`src/rtl/alu_seq_pkg.sv`:
```
// Shared ALU class / ALUOp codes and sequencer state types; the codes are also used by the
// ALUcontrol decoder, so any change here must be mirrored there.
package alu_seq_pkg;

    localparam logic [3:0] ALU_CLS_ADD  = 4'd0;
    localparam logic [3:0] ALU_CLS_ADDU = 4'd1;
    localparam logic [3:0] ALU_CLS_ADDI = 4'd2;
    localparam logic [3:0] ALU_CLS_SUB  = 4'd3;
    localparam logic [3:0] ALU_CLS_SUBU = 4'd4;
    localparam logic [3:0] ALU_CLS_AND  = 4'd5;
    localparam logic [3:0] ALU_CLS_SLT  = 4'd6;
    localparam logic [3:0] ALU_CLS_SLL  = 4'd7;
    localparam logic [3:0] ALU_CLS_SRL  = 4'd8;
    localparam logic [3:0] ALU_CLS_SRA  = 4'd9;
    localparam logic [3:0] ALU_CLS_SLLV = 4'd10;
    localparam logic [3:0] ALU_CLS_SRAV = 4'd11;
    localparam logic [3:0] ALU_CLS_BEQ  = 4'd12;
    localparam logic [3:0] ALU_CLS_BNE  = 4'd13;
    localparam logic [3:0] ALU_CLS_BLE  = 4'd14;
    localparam logic [3:0] ALU_CLS_BGT  = 4'd15;

    localparam logic [3:0] ALUOP_NOP     = 4'd0;
    localparam logic [3:0] ALUOP_ADD     = 4'd1;
    localparam logic [3:0] ALUOP_SUB     = 4'd2;
    localparam logic [3:0] ALUOP_AND     = 4'd3;
    localparam logic [3:0] ALUOP_SLT     = 4'd4;
    localparam logic [3:0] ALUOP_SH_LOAD = 4'd5;
    localparam logic [3:0] ALUOP_SLL     = 4'd6;
    localparam logic [3:0] ALUOP_SRL     = 4'd7;
    localparam logic [3:0] ALUOP_SRA     = 4'd8;
    localparam logic [3:0] ALUOP_SLLV    = 4'd9;
    localparam logic [3:0] ALUOP_SRAV    = 4'd10;
    localparam logic [3:0] ALUOP_SH_READ = 4'd11;
    localparam logic [3:0] ALUOP_CMP_BEQ = 4'd12;
    localparam logic [3:0] ALUOP_CMP_BNE = 4'd13;
    localparam logic [3:0] ALUOP_CMP_BLE = 4'd14;
    localparam logic [3:0] ALUOP_CMP_BGT = 4'd15;

    localparam int GAP_W = 2;

    typedef enum logic [3:0] {
        ST_IDLE,
        ST_EXEC,
        ST_SH_LOAD,
        ST_SH_WAIT,
        ST_SH_SHIFT,
        ST_SH_READ,
        ST_CMP,
        ST_CMP_SAMPLE,
        ST_FIN
    } state_e;

    typedef enum logic [1:0] {
        PATH_NONE,
        PATH_EXEC,
        PATH_SHIFT,
        PATH_BRANCH
    } path_e;

endpackage

```
`src/rtl/alu_op_sequencer_if.sv`:
```
// Control <-> sequencer bundle: start/class request, logic_unit flags in, ALUOp and status out.
// master drives requests and flags, slave is the sequencer.
interface alu_op_sequencer_if #(
    parameter int OP_W    = 4,
    parameter int CLASS_W = 4
);
    logic               start;
    logic [CLASS_W-1:0] op_class;
    logic               OVERFLOW;
    logic               ZERO;
    logic               Update_UC;
    logic [OP_W-1:0]    ALUOp;
    logic               ALUOut_wr;
    logic               busy;
    logic               done;
    logic               branch_taken;
    logic               ovf_exc;

    modport master (
        output start, op_class, OVERFLOW, ZERO, Update_UC,
        input  ALUOp, ALUOut_wr, busy, done, branch_taken, ovf_exc
    );

    modport slave (
        input  start, op_class, OVERFLOW, ZERO, Update_UC,
        output ALUOp, ALUOut_wr, busy, done, branch_taken, ovf_exc
    );
endinterface

```
`src/rtl/alu_cls_decode.sv`:
```
// Combinational class decode: execution path, class-specific ALUOp and overflow-trap flag.
// Zero latency, no handshake.
module alu_cls_decode
    import alu_seq_pkg::*;
#(
    parameter int OP_W    = 4,
    parameter int CLASS_W = 4
) (
    input  logic [CLASS_W-1:0] cls_i,
    output path_e              path_o,
    output logic [OP_W-1:0]    op_o,
    output logic               ovf_chk_o
);

    always_comb begin
        path_o    = PATH_NONE;
        op_o      = OP_W'(ALUOP_NOP);
        ovf_chk_o = 1'b0;
        case (cls_i)
            CLASS_W'(ALU_CLS_ADD):  begin path_o = PATH_EXEC;   op_o = OP_W'(ALUOP_ADD); ovf_chk_o = 1'b1; end
            CLASS_W'(ALU_CLS_ADDU): begin path_o = PATH_EXEC;   op_o = OP_W'(ALUOP_ADD); end
            CLASS_W'(ALU_CLS_ADDI): begin path_o = PATH_EXEC;   op_o = OP_W'(ALUOP_ADD); ovf_chk_o = 1'b1; end
            CLASS_W'(ALU_CLS_SUB):  begin path_o = PATH_EXEC;   op_o = OP_W'(ALUOP_SUB); ovf_chk_o = 1'b1; end
            CLASS_W'(ALU_CLS_SUBU): begin path_o = PATH_EXEC;   op_o = OP_W'(ALUOP_SUB); end
            CLASS_W'(ALU_CLS_AND):  begin path_o = PATH_EXEC;   op_o = OP_W'(ALUOP_AND); end
            CLASS_W'(ALU_CLS_SLT):  begin path_o = PATH_EXEC;   op_o = OP_W'(ALUOP_SLT); end
            CLASS_W'(ALU_CLS_SLL):  begin path_o = PATH_SHIFT;  op_o = OP_W'(ALUOP_SLL); end
            CLASS_W'(ALU_CLS_SRL):  begin path_o = PATH_SHIFT;  op_o = OP_W'(ALUOP_SRL); end
            CLASS_W'(ALU_CLS_SRA):  begin path_o = PATH_SHIFT;  op_o = OP_W'(ALUOP_SRA); end
            CLASS_W'(ALU_CLS_SLLV): begin path_o = PATH_SHIFT;  op_o = OP_W'(ALUOP_SLLV); end
            CLASS_W'(ALU_CLS_SRAV): begin path_o = PATH_SHIFT;  op_o = OP_W'(ALUOP_SRAV); end
            CLASS_W'(ALU_CLS_BEQ):  begin path_o = PATH_BRANCH; op_o = OP_W'(ALUOP_CMP_BEQ); end
            CLASS_W'(ALU_CLS_BNE):  begin path_o = PATH_BRANCH; op_o = OP_W'(ALUOP_CMP_BNE); end
            CLASS_W'(ALU_CLS_BLE):  begin path_o = PATH_BRANCH; op_o = OP_W'(ALUOP_CMP_BLE); end
            CLASS_W'(ALU_CLS_BGT):  begin path_o = PATH_BRANCH; op_o = OP_W'(ALUOP_CMP_BGT); end
            default: ;
        endcase
    end

endmodule

```
`src/rtl/alu_op_sequencer.sv`:
```
// Issues the ALUOp sequence for one instruction class; start->done 2 (exec), 3 (branch), 4+SHIFT_GAP (shift).
// No queuing: start is only accepted in IDLE, otherwise dropped.
module alu_op_sequencer
    import alu_seq_pkg::*;
#(
    parameter int OP_W      = 4,
    parameter int CLASS_W   = 4,
    parameter int SHIFT_GAP = 1
) (
    input  logic              clk,
    input  logic              reset,
    alu_op_sequencer_if.slave bus
);

    state_e             state_q, state_d;
    logic [CLASS_W-1:0] cls_q, cls_d;
    logic [GAP_W-1:0]   gap_q, gap_d;
    logic               br_q, br_d;
    logic               ovf_q, ovf_d;

    logic [CLASS_W-1:0] dec_cls;
    path_e              dec_path;
    logic [OP_W-1:0]    dec_op;
    logic               dec_ovf_chk;

    logic [OP_W-1:0]    alu_op;
    logic               alu_wr;
    logic               busy;
    logic               done;
    logic               branch_taken;
    logic               ovf_exc;

    logic               unused_zero;
    assign unused_zero = bus.ZERO;

    // In IDLE the live request is decoded to pick a path; afterwards the latched class drives ALUOp.
    assign dec_cls = (state_q == ST_IDLE) ? bus.op_class : cls_q;

    alu_cls_decode #(
        .OP_W    (OP_W),
        .CLASS_W (CLASS_W)
    ) u_decode (
        .cls_i     (dec_cls),
        .path_o    (dec_path),
        .op_o      (dec_op),
        .ovf_chk_o (dec_ovf_chk)
    );

    always_ff @(posedge clk or negedge reset) begin
        if (!reset) begin
            state_q <= ST_IDLE;
            cls_q   <= '0;
            gap_q   <= '0;
            br_q    <= 1'b0;
            ovf_q   <= 1'b0;
        end else begin
            state_q <= state_d;
            cls_q   <= cls_d;
            gap_q   <= gap_d;
            br_q    <= br_d;
            ovf_q   <= ovf_d;
        end
    end

    always_comb begin
        state_d = state_q;
        cls_d   = cls_q;
        gap_d   = gap_q;
        br_d    = br_q;
        ovf_d   = ovf_q;
        case (state_q)
            ST_IDLE: begin
                br_d  = 1'b0;
                ovf_d = 1'b0;
                if (bus.start) begin
                    cls_d = bus.op_class;
                    case (dec_path)
                        PATH_EXEC:   state_d = ST_EXEC;
                        PATH_SHIFT:  state_d = ST_SH_LOAD;
                        PATH_BRANCH: state_d = ST_CMP;
                        default:     state_d = ST_FIN;
                    endcase
                end
            end
            ST_EXEC: begin
                ovf_d   = dec_ovf_chk && bus.OVERFLOW;
                state_d = ST_FIN;
            end
            ST_SH_LOAD: begin
                gap_d   = GAP_W'(SHIFT_GAP - 1);
                state_d = ST_SH_WAIT;
            end
            ST_SH_WAIT: begin
                if (gap_q == '0) begin
                    state_d = ST_SH_SHIFT;
                end else begin
                    gap_d = gap_q - 1'b1;
                end
            end
            ST_SH_SHIFT:   state_d = ST_SH_READ;
            ST_SH_READ:    state_d = ST_FIN;
            ST_CMP:        state_d = ST_CMP_SAMPLE;
            ST_CMP_SAMPLE: begin
                br_d    = bus.Update_UC;
                state_d = ST_FIN;
            end
            ST_FIN:        state_d = ST_IDLE;
            default:       state_d = ST_IDLE;
        endcase
    end

    always_comb begin
        alu_op       = OP_W'(ALUOP_NOP);
        alu_wr       = 1'b0;
        busy         = 1'b0;
        done         = 1'b0;
        branch_taken = 1'b0;
        ovf_exc      = 1'b0;
        case (state_q)
            ST_EXEC: begin
                alu_op = dec_op;
                busy   = 1'b1;
                // A trapping overflow turns the write into an exception instead.
                alu_wr = !(dec_ovf_chk && bus.OVERFLOW);
            end
            ST_SH_LOAD: begin
                alu_op = OP_W'(ALUOP_SH_LOAD);
                busy   = 1'b1;
            end
            ST_SH_WAIT: busy = 1'b1;
            ST_SH_SHIFT: begin
                alu_op = dec_op;
                busy   = 1'b1;
            end
            ST_SH_READ: begin
                alu_op = OP_W'(ALUOP_SH_READ);
                alu_wr = 1'b1;
                busy   = 1'b1;
            end
            ST_CMP, ST_CMP_SAMPLE: begin
                alu_op = dec_op;
                busy   = 1'b1;
            end
            ST_FIN: begin
                done         = 1'b1;
                branch_taken = br_q;
                ovf_exc      = ovf_q;
            end
            default: ;
        endcase
    end

    assign bus.ALUOp        = alu_op;
    assign bus.ALUOut_wr    = alu_wr;
    assign bus.busy         = busy;
    assign bus.done         = done;
    assign bus.branch_taken = branch_taken;
    assign bus.ovf_exc      = ovf_exc;

endmodule
```
`src/flat_wrapper.sv`:
```
// flat-port wrapper written by rule: the top's interface ports become plain ports
module alu_op_sequencer_flat import alu_seq_pkg::*;
#(
    parameter int OP_W      = 4,
    parameter int CLASS_W   = 4,
    parameter int SHIFT_GAP = 1
)
  (clk, reset, bus_start, bus_op_class, bus_OVERFLOW, bus_ZERO, bus_Update_UC, bus_ALUOp, bus_ALUOut_wr, bus_busy, bus_done, bus_branch_taken, bus_ovf_exc);
  alu_op_sequencer_if #(.OP_W(OP_W), .CLASS_W(CLASS_W)) bus_i ();
  input  logic clk;
  input  logic reset;
  input wire logic [$bits(bus_i.start)-1:0] bus_start;
  input wire logic [$bits(bus_i.op_class)-1:0] bus_op_class;
  input wire logic [$bits(bus_i.OVERFLOW)-1:0] bus_OVERFLOW;
  input wire logic [$bits(bus_i.ZERO)-1:0] bus_ZERO;
  input wire logic [$bits(bus_i.Update_UC)-1:0] bus_Update_UC;
  output wire logic [$bits(bus_i.ALUOp)-1:0] bus_ALUOp;
  output wire logic [$bits(bus_i.ALUOut_wr)-1:0] bus_ALUOut_wr;
  output wire logic [$bits(bus_i.busy)-1:0] bus_busy;
  output wire logic [$bits(bus_i.done)-1:0] bus_done;
  output wire logic [$bits(bus_i.branch_taken)-1:0] bus_branch_taken;
  output wire logic [$bits(bus_i.ovf_exc)-1:0] bus_ovf_exc;
  assign bus_i.start = bus_start;
  assign bus_i.op_class = bus_op_class;
  assign bus_i.OVERFLOW = bus_OVERFLOW;
  assign bus_i.ZERO = bus_ZERO;
  assign bus_i.Update_UC = bus_Update_UC;
  assign bus_ALUOp = bus_i.ALUOp;
  assign bus_ALUOut_wr = bus_i.ALUOut_wr;
  assign bus_busy = bus_i.busy;
  assign bus_done = bus_i.done;
  assign bus_branch_taken = bus_i.branch_taken;
  assign bus_ovf_exc = bus_i.ovf_exc;
  alu_op_sequencer #(.OP_W(OP_W), .CLASS_W(CLASS_W), .SHIFT_GAP(SHIFT_GAP)) u_core (.clk(clk), .reset(reset), .bus(bus_i));
endmodule
```
`config.mk`:
```
export PLATFORM = sky130hd
export DESIGN_NAME = alu_op_sequencer_flat
export DESIGN_NICKNAME = d
export VERILOG_FILES = /design/src/rtl/alu_seq_pkg.sv /design/src/rtl/alu_op_sequencer_if.sv /design/src/rtl/alu_cls_decode.sv /design/src/rtl/alu_op_sequencer.sv /design/src/flat_wrapper.sv
export SDC_FILE = /design/constraint.sdc
export NUM_CORES = 1
export LEC_CHECK = 0
export ABC_AREA = 1
export CAP_MARGIN = 25
export CORE_UTILIZATION = 36
export DETAILED_ROUTE_END_ITERATION = 16
export GPL_ROUTABILITY_DRIVEN = 0
export HOLD_SLACK_MARGIN = 0.06
export PLACE_DENSITY = 0.64
export SLEW_MARGIN = 10
export SYNTH_ARGS = -nofsm -noshare
export SYNTH_HDL_FRONTEND = slang
export SYNTH_SLANG_ARGS = --single-unit
```
`constraint.sdc`:
```
create_clock -name clk -period 1.9 [get_ports clk]
set_input_delay 0.285 -clock clk [delete_from_list [all_inputs] [get_ports clk]]
set_output_delay 0.285 -clock clk [all_outputs]
set_load 0.005 [all_outputs]
```
==> flow_summary.ini, run 1 <==
[power_and_ir_drop]
p_seq_frac = 0.125
power.density_nw_per_um2 = 2010
p_sw_w = 0.00159
p_comb_frac = 0.829
swShare = 0.446
clock_power_share = 0.046
vdd_drop_max_v = 0.00118
p_leak_nw = 0.946
internal_power_w = 0.00197

[critical_path]
path_class = flop to output port
cp-start-kind = flop
path_max_fanout = 4
cp.arrival_ns = 1.83
critPathCaptureType = output port
crit_required_ns = 1.62

[yosys]
yosysSeqAreaShare = 0.303
synth_cell_types = 22
ys_warn_count = 0
avgSynthCellArea_um2 = 7.13
ys_ff_latch = 12
netlist_area_um2 = 991
syn-num-nets = 150
synthCells = 139

[clocking]
cts_buffers = 3
clk-insertion-delay-late_ns = 0.28
cts_sinks = 12
ctsHoldBuffers = 0
cts_root_buffer = clkbuf_4
path_clk_slew_ns = 0.08
cts_htree_levels = 1
cts_tree = built
clock_path_buffers = 2

[timing]
fmax_mhz = 472
maxSlewViolCount = 0
holdWs_ns = 0.377
hold_viol_final = 0
max-slew-margin-rel = 0.605
period_minus_slack_ns = 2.12
period_share = 1.11
setup_slack_ns = -0.217
setup_viol_count_final = 8
tightest_slew_ns = 0.590
skew_ns = 0.000717
rsz0062_at_grt = yes

[die]
core_um2 = 2540
dieArea_um2 = 2970
start_util = 0.389
rows = 18
ios = 19
die_w_um = 54.5
die_height_um = 54.5

[placed_design]
place_area_um2 = 1350
io_buffers = 17
dp.final_hpwl_um = 1770

[hold_path]
hp-class = input port to async pin

[route]
drc = 0
first_pass_iters = 4
route.vias.total = 1178
vias_per_cell = 4.93
drtIter0Drc = 27
wl_per_cell_um = 13.2
wl_um = 3160
antenna_left = 0

[cells_and_area]
fill_cells = 205
final_cell_area_um2 = 1770
drive_gt1_frac = 0.526
area_growth_pct = 78.5
finalCoreUtilization = 0.695
finalNetCount = 222
multiInputGateArea_um2 = 702
regArea_um2 = 303
antenna_cells = 0

[job]
cap_violations = 0

[grt]
grt_overflow = 0
grt_pass1_wl_um = 4150
grt_pass1_vias = 1006
grtUsageTotal = 0.199
grt_max_degree = 13
grt_antenna_before_repair = 0

[status]
status = finished with violations
violations = negative setup slack
==> cell usage in the layout (no fill, tap or decap), types with 2 or more instances in the layout <==
cell             netlist  routed
inv_1                 17      15
nor2_1                11       9
a21oi_1                7       3
dfrtp_2                0       2
clkbuf_4               0       3
buf_6                  3      16
nand3_2                2       7
buf_4                  0      35
clkdlybuf4s50_1        0       8
dlygate4sd2_1          0       3
nor2_4                 2       2
dfrtp_1               12      10
buf_2                  0       5
nor2_2                 0       2
nand2_4                7      12
nor3_1                 3       3
a21oi_2                0       3
nand2_1               34      30
nand3_4                0       3
o21ai_0                6       6
nand3_1               16       8
nand2_2                8       7
inv_2                  3       4
==> timing repair <==
action	in CTS	in global routing
buffers inserted	19	13
cloned	0	0
endpoints found under the setup margin	8	9
gates resized for setup	37	37
pin swaps	15	21
==> kinds of logic after synthesis <==
logic type,after synthesis,share of synthesized area
DFF,12,0.303
buffers and inverters,24,0.115
adders and majority gates,1,0.0126
muxes,1,0.0151
AOI/OAI and AO/OA,15,0.0795
and+or+nand+nor,86,0.475
==> per-stage QoR <==
stage               setup WS [ns]  std cells  power [W]  TNS, ns
floorplan                   0.322        139    0.00159        0
finish                     -0.217        239    0.00356   -0.815
CTS                        -0.234        227    0.00291   -0.969
detailed placement         -0.277        206    0.00231    -1.15
global route               -0.293        239    0.00380    -1.44
global placement           -0.229        206    0.00227   -0.982
==> area by class of cell <==
type	count	share of cell area
flip-flops and latches	12	0.171
clock buffers	3	0.0127
well taps	30	0.0212
inverters	21	0.0467
multi-input cells	103	0.397
repair buffers	70	0.351
==> registers in the layout, summed over array words and instances, names as in the netlist <==
name and flops:
u_core.gap_q 2, u_core.state_q 4, u_core.ovf_q 1, u_core.br_q 1, u_core.cls_q 4
==> metal layers <==
layer	up-vias	share of wire	track usage
met5	-	0	0
met4	0	0.022	0.103
met3	11	0.051	0.0444
met2	32	0.52	0.346
met1	555	0.40	0.225
li1	580	-	-
==> final timing paths <==
kind,depth (start not counted),end,startpoint,slack (ns)
min in group clk,2,u_core.gap_q[1]$_DFFE_PN0P_,u_core.gap_q[1]$_DFFE_PN0P_,0.55
max in group asynchronous,1,u_core.state_q[3]$_DFFE_PN0P_,reset,1.10
hold / removal,1,u_core.cls_q[1]$_DFFE_PN0P_,reset,0.38
setup / recovery,12,bus_ALUOp[1],u_core.state_q[3]$_DFFE_PN0P_,-0.22
setup reg to reg,14,u_core.ovf_q$_DFFE_PN0P_,u_core.state_q[1]$_DFFE_PN0P_,-0.11
hold reg to reg,2,u_core.gap_q[1]$_DFFE_PN0P_,u_core.gap_q[1]$_DFFE_PN0P_,0.55
==> synth_stat cells <==
cell type   n  area (µm²)
a21oi_1     7        35.0
buf_6       3        33.8
clkinv_2    1        5.00
dfrtp_1    12         300
ha_1        1        12.5
inv_1      17        63.8
inv_2       3        11.3
mux2_4      1        15.0
nand2_1    34         128
nand2_2     8        50.1
nand2_4     7        78.8
nand3_1    16        80.1
nand3_2     2        20.0
nand4_1     1        6.26
nor2_1     11        41.3
nor2_4      2        22.5
nor2_8      1        20.0
nor3_1      3        15.0
o21ai_0     6        30.0
o21ai_1     1        5.00
o21ai_2     1        8.76
or2_4       1        8.76
==> power groups by stage <==
| stage | logic (W) | registers, W | clock network (W) |
|---|---|---|---|
| after floorplan | 0.00117 | 0.000419 | 0 |
| final | 0.00295 | 0.000446 | 0.000164 |
| after CTS | 0.00230 | 0.000442 | 0.000166 |
| after global placement | 0.00183 | 0.000441 | 0 |
| after global routing | 0.00316 | 0.000457 | 0.000176 |
| after detailed placement | 0.00187 | 0.000447 | 0 |
==> worst max-delay path, stage by stage, from the launching register on <==
cell	delay, ns
dfrtp_2	0.44
nor2_8	0.17
buf_6	0.12
buf_6	0.11
nand3_2	0.09
nand2_4	0.11
nand3_2	0.09
nand2_1	0.07
nand2_1	0.05
nand2_1	0.07
nand2_1	0.07
nand2_1	0.06
buf_2	0.11
Power figures use the tool's default switching activity.
==> run 2, diff against run 1 <==
--- a/config.mk
+++ b/config.mk
@@ -8,6 +8,7 @@
 export ABC_AREA = 1
 export CAP_MARGIN = 25
 export CORE_UTILIZATION = 36
+export CTS_BUF_LIST = sky130_fd_sc_hd__clkbuf_2 sky130_fd_sc_hd__clkbuf_4 sky130_fd_sc_hd__clkbuf_8
 export DETAILED_ROUTE_END_ITERATION = 16
 export GPL_ROUTABILITY_DRIVEN = 0
 export HOLD_SLACK_MARGIN = 0.06
==> results of run 2 <==
The final DEF is identical to that of run 1; final timing and power are the same.
==> run 3, diff against run 2 <==
--- a/config.mk
+++ b/config.mk
@@ -10,7 +10,6 @@
 export CORE_UTILIZATION = 36
 export CTS_BUF_LIST = sky130_fd_sc_hd__clkbuf_2 sky130_fd_sc_hd__clkbuf_4 sky130_fd_sc_hd__clkbuf_8
 export DETAILED_ROUTE_END_ITERATION = 16
-export GPL_ROUTABILITY_DRIVEN = 0
 export HOLD_SLACK_MARGIN = 0.06
 export PLACE_DENSITY = 0.64
 export SLEW_MARGIN = 10
==> results of run 3 <==
The final DEF is identical to that of run 1; final timing and power are the same.
